File: config.mk
export PLATFORM = sky130hd
export DESIGN_NAME = alu_result_capture
export DESIGN_NICKNAME = d
export VERILOG_FILES = /design/src/rtl/alu_result_capture.sv
export SDC_FILE = /design/constraint.sdc
export NUM_CORES = 1
export LEC_CHECK = 0
export CAP_MARGIN = 20
export CORE_MARGIN = 4
export CORE_UTILIZATION = 50
export CTS_CLUSTER_DIAMETER = 80
export DETAILED_ROUTE_END_ITERATION = 7
export PLACE_DENSITY = 0.91
export SYNTH_ARGS = -nofsm -noshare
export SYNTH_HDL_FRONTEND = slang
export SYNTH_SLANG_ARGS = --single-unit
File: constraint.sdc
create_clock -name clock -period 1.6 [get_ports clock]
set_clock_uncertainty 0.1 [all_clocks]
set_input_delay 0.48 -clock clock [delete_from_list [all_inputs] [get_ports clock]]
set_output_delay 0.48 -clock clock [all_outputs]
set_load 0.05 [all_outputs]
File: src/rtl/alu_result_capture.sv
// Two-entry skid buffer that captures ALU results and presents the head as the Z register pair.
// Optional Z_FLAGS_EN macro adds per-entry zero/negative/wide flags that follow the head.
module alu_result_capture #(
   parameter int unsigned DATA_W = 32,
   parameter int unsigned DEPTH  = 2
) (
   input  logic              clock,
   input  logic              clear,
   input  logic              in_valid,
   output logic              in_ready,
   input  logic [DATA_W-1:0] in_lo,
   input  logic [DATA_W-1:0] in_hi,
   input  logic              in_wide,
   output logic              out_valid,
   input  logic              out_ready,
   output logic [DATA_W-1:0] z_high,
   output logic [DATA_W-1:0] z_low,
   output logic [1:0]        count
`ifdef Z_FLAGS_EN
   ,
   output logic              flag_zero,
   output logic              flag_neg,
   output logic              flag_wide
`endif
);

   generate
      if (DEPTH != 2) begin : g_depth_check
         $error("alu_result_capture: only DEPTH=2 is supported");
      end
   endgenerate

   typedef enum logic [1:0] {
      EMPTY = 2'd0,
      ONE   = 2'd1,
      FULL  = 2'd2
   } state_t;

   state_t state, state_nxt;

   logic              push, pop;
   logic              head_ld_in, head_ld_skid, skid_ld;
   logic [DATA_W-1:0] cap_hi;
   logic [DATA_W-1:0] head_hi, head_lo, skid_hi, skid_lo;

   assign push   = in_valid && (state != FULL);
   assign pop    = out_ready && (state != EMPTY);
   assign cap_hi = in_wide ? in_hi : '0;

   always_ff @(posedge clock) begin
      if (clear) state <= EMPTY;
      else       state <= state_nxt;
   end

   always_comb begin
      state_nxt    = state;
      head_ld_in   = 1'b0;
      head_ld_skid = 1'b0;
      skid_ld      = 1'b0;
      in_ready     = (state != FULL);
      out_valid    = (state != EMPTY);
      case (state)
         EMPTY: begin
            if (push) begin
               state_nxt  = ONE;
               head_ld_in = 1'b1;
            end
         end
         ONE: begin
            if (push && pop) begin
               head_ld_in = 1'b1;
            end else if (push) begin
               state_nxt = FULL;
               skid_ld   = 1'b1;
            end else if (pop) begin
               state_nxt = EMPTY;
            end
         end
         FULL: begin
            if (pop) begin
               state_nxt    = ONE;
               head_ld_skid = 1'b1;
            end
         end
         default: state_nxt = EMPTY;
      endcase
   end

   // Head keeps its value on a pop-to-empty so z_* show the last popped result.
   always_ff @(posedge clock) begin
      if (clear) begin
         head_hi <= '0;
         head_lo <= '0;
         skid_hi <= '0;
         skid_lo <= '0;
      end else begin
         if (head_ld_in) begin
            head_hi <= cap_hi;
            head_lo <= in_lo;
         end else if (head_ld_skid) begin
            head_hi <= skid_hi;
            head_lo <= skid_lo;
         end
         if (skid_ld) begin
            skid_hi <= cap_hi;
            skid_lo <= in_lo;
         end
      end
   end

   assign z_high = head_hi;
   assign z_low  = head_lo;
   assign count  = state;

`ifdef Z_FLAGS_EN
   logic [2:0] cap_f, head_f, skid_f;

   // Flag order: {zero, neg, wide}.
   assign cap_f = {(in_lo == '0) && (!in_wide || (in_hi == '0)),
                   in_wide ? in_hi[DATA_W-1] : in_lo[DATA_W-1],
                   in_wide};

   always_ff @(posedge clock) begin
      if (clear) begin
         head_f <= '0;
         skid_f <= '0;
      end else begin
         if (head_ld_in)        head_f <= cap_f;
         else if (head_ld_skid) head_f <= skid_f;
         if (skid_ld)           skid_f <= cap_f;
      end
   end

   assign flag_zero = head_f[2];
   assign flag_neg  = head_f[1];
   assign flag_wide = head_f[0];
`endif

endmodule

==> impl_metrics.tcl, run 1 <==
set metrics [dict create \
    synth_seq_cells 130 \
    drt-vias-per-instance 7.905 \
    clk_pin_slew_ns 0.07 \
    min_path_cells 2 \
    tns_ns -30.87 \
    areaGrowthSynthToFinish_pct 85.00 \
    gp_congestion 0.8045 \
    synth_nets 701 \
    rows 38 \
    yosys_warnings 0 \
    p_leak_nw 3.946 \
    place_hpwl_um 12120 \
    finalNetCount 890 \
    placedInstanceArea_mm2 0.008110 \
    worst-slew-pin-transition_ns 0.7838 \
    p_per_area_mw_per_mm2 1046 \
    dieWidth_um 115.3 \
    synthCells 632 \
    design_area_mm2 0.01065 \
    setup_viol 149 \
    layoutNonFillerInstCount 975 \
    grt_use_total_pct 39.22 \
    n_fill_cell 186 \
    initialDrtViolationCount 1676 \
    utilization_pct 96.53 \
    arrival_ns 2.25 \
    fin_crit_sh_pct 128.8 \
    vias 7707 \
    multi_input_area_mm2 0.003500 \
    fmax_ghz 0.4852 \
    grt_pass1_wl_um 39460 \
    htree_levels 4 \
    synth_cell_types 32 \
    max_cap_violations 0 \
    rsz0062_at_grt "true" \
    io_pins 137 \
    violations "DRC, setup timing" \
    worstPathMaxFanout 24 \
    die_h_um 115.3 \
    first_pass_iters 8 \
    io_buffers 136 \
    status "complete, but fails checks" \
    routed_wl_um 38350 \
    fin_crit_ns 2.061 \
    syn_area_mm2 0.005756 \
    preCtsSetupSlack_ns -0.6975 \
    slew_viol_final 0 \
    floorplan.initialDensity_pct 52.18 \
    dieArea_mm2 0.01329 \
    drc 41 \
    cp-start-kind "flip-flop" \
    worst_slack_ns -0.4611 \
    clk_latency_ns 0.45 \
    crit_path_end_kind "flip-flop" \
    cp_data_required_time_ns 1.79 \
    peakVddDrop_v 0.001597 \
    criticalPathCategory "reg2reg" \
    rr_worst_depth 6 \
    ys_seq_area_share_pct 45.22 \
    numCtsBuffers 17 \
    clockBufferDepth 2 \
    cts_tree "done" \
    wl_per_cell_um 39.33 \
    ff_latch_area_mm2 0.002625 \
    ctsRootBufferMaster "clkbuf_16" \
    grt-ovfl-total 0 \
    syn_area_per_cell_um2 9.107 \
    layout-drive-gt1-share_pct 50.60 \
    dp.cells 879 \
    grt_pass1_vias 6795 \
    min_path_type "in2reg" \
    grt_max_degree 65 \
    relSlewSlack_pct 47.58 \
    ant_nets 0 \
    core_mm2 0.01103 \
    cts.sinks 130 \
    hold_violations 0 \
    antenna_found_initial 1 \
]
-- per-stage QoR --
stage / hold WS [ns] / power (W)
after floorplan: 0.3360 / 0.004816
after global placement: 0.3418 / 0.005875
after detailed placement: 0.3482 / 0.005957
after CTS: 0.2806 / 0.01022
after global routing: 0.3155 / 0.01126
final: 0.3242 / 0.01114
-- cell usage after synthesis --
| cell type | count | area [um2] |
|---|---|---|
| a21oi_4 | 1 | 16.27 |
| buf_4 | 14 | 105.1 |
| o32ai_1 | 33 | 289.0 |
| buf_2 | 24 | 120.1 |
| buf_8 | 1 | 15.01 |
| mux2i_1 | 1 | 10.01 |
| nor2b_1 | 1 | 6.260 |
| a221oi_2 | 26 | 390.4 |
| nand3b_1 | 1 | 7.510 |
| nor2b_4 | 1 | 13.76 |
| clkbuf_1 | 16 | 60.06 |
| buf_1 | 4 | 15.01 |
| nand3_1 | 32 | 160.2 |
| nor2_4 | 1 | 11.26 |
| or2_2 | 2 | 12.51 |
| nand2_1 | 157 | 589.3 |
| and3b_1 | 1 | 8.760 |
| a211oi_2 | 30 | 375.4 |
| a21oi_1 | 65 | 325.3 |
| a221oi_1 | 2 | 17.52 |
| nor4bb_1 | 1 | 10.01 |
| nand2b_1 | 3 | 18.77 |
| o211ai_1 | 4 | 30.03 |
| a22oi_2 | 6 | 75.07 |
| dfxtp_1 | 130 | 2603 |
| a211oi_1 | 3 | 22.52 |
| a31oi_1 | 4 | 25.02 |
| inv_1 | 32 | 120.1 |
| nand4_1 | 4 | 25.02 |
| buf_6 | 9 | 101.4 |
| a22oi_1 | 22 | 165.2 |
| nand4bb_1 | 1 | 11.26 |
-- path summary, 6_finish.rpt --
check,from,end,slack [ns]
max,count[0],z_low[8],-0.46
min,clear,skid_lo[3],0.32
max reg2reg,count[0],z_low[8],-0.46
min reg2reg,skid_lo[16],skid_lo[16],0.39
-- where the power goes --
| group | total, W | internal, W | switching, W |
|---|---|---|---|
| registers | 0.00369 | 0.00343 | 0.000260 |
| logic | 0.00312 | 0.00140 | 0.00172 |
| clock network | 0.00433 | 0.00248 | 0.00185 |
| total | 0.0111 | 0.00731 | 0.00383 |
-- worst max-delay path, stage by stage (launching register included) --
cell and delay [ns]:
dfxtp_4 0.38, buf_4 0.14, buf_6 0.12, nor2b_4 0.14
buf_12 0.16, o32ai_1 0.70, a211oi_4 0.13
-- flip-flops by register name, summed over array words and instances, names as in the netlist --
name     cells
count        2
z_high      32
skid_lo     32
skid_hi     32
z_low       32
-- cells in the final DEF, fill, tap and decap left out, types with 26 or more instances in the layout --
cell and count:
nand2_1 121, dfxtp_1 116, buf_12 100, clkdlybuf4s50_1 64, a21oi_2 44, inv_1 32, o32ai_1 28, a221oi_2 27
nand2_4 27, a211oi_2 27, buf_6 27, a22oi_2 26, clkbuf_16 26
-- layout make-up --
class	instances	share of cell area, %
clock inverters	14	1.680
repair buffers	238	33.97
flip-flops and latches	130	24.65
diodes	1	0.02350
clock buffers	18	4.031
well taps	140	1.645
multi-input cells	402	32.87
inverters	32	1.128
-- what timing repair did --
action,CTS,global route
pin swaps,13,108
hold buffers,0,0
gates cloned,12,10
resized for setup,92,174
setup endpoints to repair,134,143
buffers inserted,24,28
-- cell families after synthesis --
kind of cell | share of synthesized area, %
and+or+nand+nor | 15.20
DFF | 45.22
muxes | 0.1739
buffers and inverters | 9.326
AOI/OAI and AO/OA | 30.09
-- layer usage --
layer  GRT usage, %  vias up  part of all wire, %
met5              0        -                0.018
met4          27.39        2                   14
met3          11.47      512                   14
met2          67.17     1047                   42
met1          41.19     3499                   30
li1               -     2647                    -
No activity file was read; power rests on OpenSTA's default activity.
==> run 2: changes to the inputs <==
--- a/config.mk
+++ b/config.mk
@@ -6,7 +6,6 @@
 export NUM_CORES = 1
 export LEC_CHECK = 0
 export CAP_MARGIN = 20
-export CORE_MARGIN = 4
 export CORE_UTILIZATION = 50
 export CTS_CLUSTER_DIAMETER = 80
 export DETAILED_ROUTE_END_ITERATION = 7
==> run 2 against run 1 <==
Compared with the run above:
- the flow finishes with violations (setup timing)
- via count shrank 13%
- cell area fell by 2.8%
- clock-buffer cell count down 1
- highest routed layer is now met4
- sequential share of layout area grew 0.61 points
- core utilization down 2.7 points
==> impl_metrics.tcl, run 2 (synthesis gave the netlist of run 1 again) <==
set metrics [dict create \
    slew_viol_final 0 \
    power.share.clock_pct 39.0 \
    n_fill_cell 299 \
    internal-power_w 0.007076 \
    core_mm2 0.01103 \
    hold_buffers 0 \
    initialDrtViolationCount 846 \
    dp.cells 879 \
    grt-ovfl-total 0 \
    min_path_type "in2reg" \
    worst-r2r-setup-slack_ns -0.35 \
    layout_commonest_cell "nand2_1" \
    io_buffers 136 \
    peakVddDrop_v 0.001018 \
    combPwrFrac_pct 26.7 \
    dieWidth_um 109.3 \
    antenna_cells 0 \
    clk_pin_slew_ns 0.07 \
    clockBufferDepth 2 \
    floorplan.initialDensity_pct 52.18 \
    mostFrequentLayoutCells "nand2_1 (133), dfxtp_1 (124), buf_12 (93)" \
    p_per_area_mw_per_mm2 1029 \
    antenna_found_initial 0 \
    setup_viol 138 \
    dieArea_mm2 0.01194 \
    utilization_pct 93.84 \
    finalNetCount 864 \
    worst-slew-pin-transition_ns 0.5011 \
    die_h_um 109.3 \
    power_frac_seq_pct 34.3 \
    cts_tree "done" \
    fin_crit_sh_pct 122.2 \
    crit_path_end_kind "flip-flop" \
    multi_input_area_mm2 0.003546 \
    swShare_pct 33.55 \
    numCtsBuffers 17 \
    areaGrowthSynthToFinish_pct 79.85 \
    tns_ns -13.50 \
    routed_wl_um 29310 \
    clk_latency_ns 0.43 \
    ctsRootBufferMaster "clkbuf_16" \
    p_leak_nw 3.708 \
    first_pass_iters 5 \
    grt_pass1_wl_um 31550 \
    drt-vias-per-instance 7.062 \
    status "complete, but fails checks" \
    criticalPathCategory "reg2reg" \
    fin_crit_ns 1.955 \
    worst_slack_ns -0.3549 \
    ant_nets 0 \
    grt_pass1_vias 5879 \
    wl_per_cell_um 30.91 \
    drc 0 \
    arrival_ns 2.15 \
    layout-drive-gt1-share_pct 48.89 \
    grt_use_total_pct 35.11 \
    place_hpwl_um 11240 \
    p_switching_w 0.003573 \
    rows 38 \
    max_cap_violations 0 \
    gp_congestion 0.8142 \
    cts.sinks 130 \
    worstPathMaxFanout 7 \
    rsz0062_at_grt "true" \
    grt_max_degree 45 \
    cp-start-kind "flip-flop" \
    fmax_ghz 0.5115 \
    cp_data_required_time_ns 1.80 \
    vias 6695 \
    violations "setup timing" \
    relSlewSlack_pct 66.49 \
    io_pins 137 \
    ff_latch_area_mm2 0.002615 \
    hold_violations 0 \
    htree_levels 4 \
    layoutNonFillerInstCount 948 \
]
-- run 2: cell types whose count changed in the layout (fill, tap and decap cells not counted), moves of 6 or more --
cell / delta
a21oi_1: -7
nand3_4: +16
dfxtp_2: -8
a22oi_1: +6
a22oi_2: -6
nand2_2: -6
nand2_1: +12
dfxtp_1: +8
a21oi_2: +10
buf_12: -7
buf_6: -18
nand3_1: -20
-- run 2: power groups by stage --
stage	Sequential [W]	Combinational (W)	Clock [W]
3_5_place_dp	0.00368	0.00226	0
3_3_place_gp	0.00367	0.00220	0
5_1_grt	0.00366	0.00290	0.00427
4_1_cts	0.00361	0.00238	0.00396
6_report	0.00365	0.00284	0.00415
2_1_floorplan	0.00409	0.000725	0
-- run 2: metal layers --
layer | vias to the layer above | part of all wire, % | GRT usage (%)
li1 | 2599 | - | -
met1 | 3183 | 34 | 41.07
met2 | 680 | 47 | 59.66
met3 | 233 | 10 | 7.113
met4 | 0 | 9.4 | 20.38
met5 | - | 0 | 0
-- run 2: repair_timing --
action | in CTS | in global routing
endpoints found under the setup margin | 132 | 136
hold endpoints to repair | 0 | 0
gates resized for setup | 30 | 194
setup buffers | 11 | 6
pin swaps | 6 | 119
cloned | 7 | 14
-- run 2: worst paths after layout --
kind | cells after the start | end | start
worst min-delay path | 2 | z_high[31] | clear
worst max-delay path | 7 | z_low[11] | count[0]
worst min register to register | 2 | skid_hi[21] | skid_hi[21]
worst max register to register | 7 | z_low[11] | count[0]
-- run 2: final cells by class --
class	count	area share (%)
multi-input combinational	402	34.26
timing repair buffer	212	31.85
sequential	130	25.26
clock buffer	17	4.110
tap	140	1.692
clock inverter	15	1.668
inverter	32	1.160
-- run 2: critical path, cell delays in order, from the launching register on --
cell and delay, ns:
dfxtp_4 0.38, buf_4 0.15, and3b_2 0.31, buf_12 0.17
a21oi_4 0.05, buf_12 0.14, clkbuf_16 0.16, a211oi_2 0.35
-- run 2: per-stage QoR --
stage               hold slack, ns  cell area, um2  power, W  setup slack (ns)
floorplan                   0.3360            5761  0.004816           0.03293
global placement            0.3415            8110  0.005875           -0.5241
detailed placement          0.3462            8110  0.005943           -0.6589
CTS                         0.3209            9106  0.009956           -0.1690
global route                0.3489           10350   0.01083           -0.4884
finish                      0.3359           10350   0.01065           -0.3549
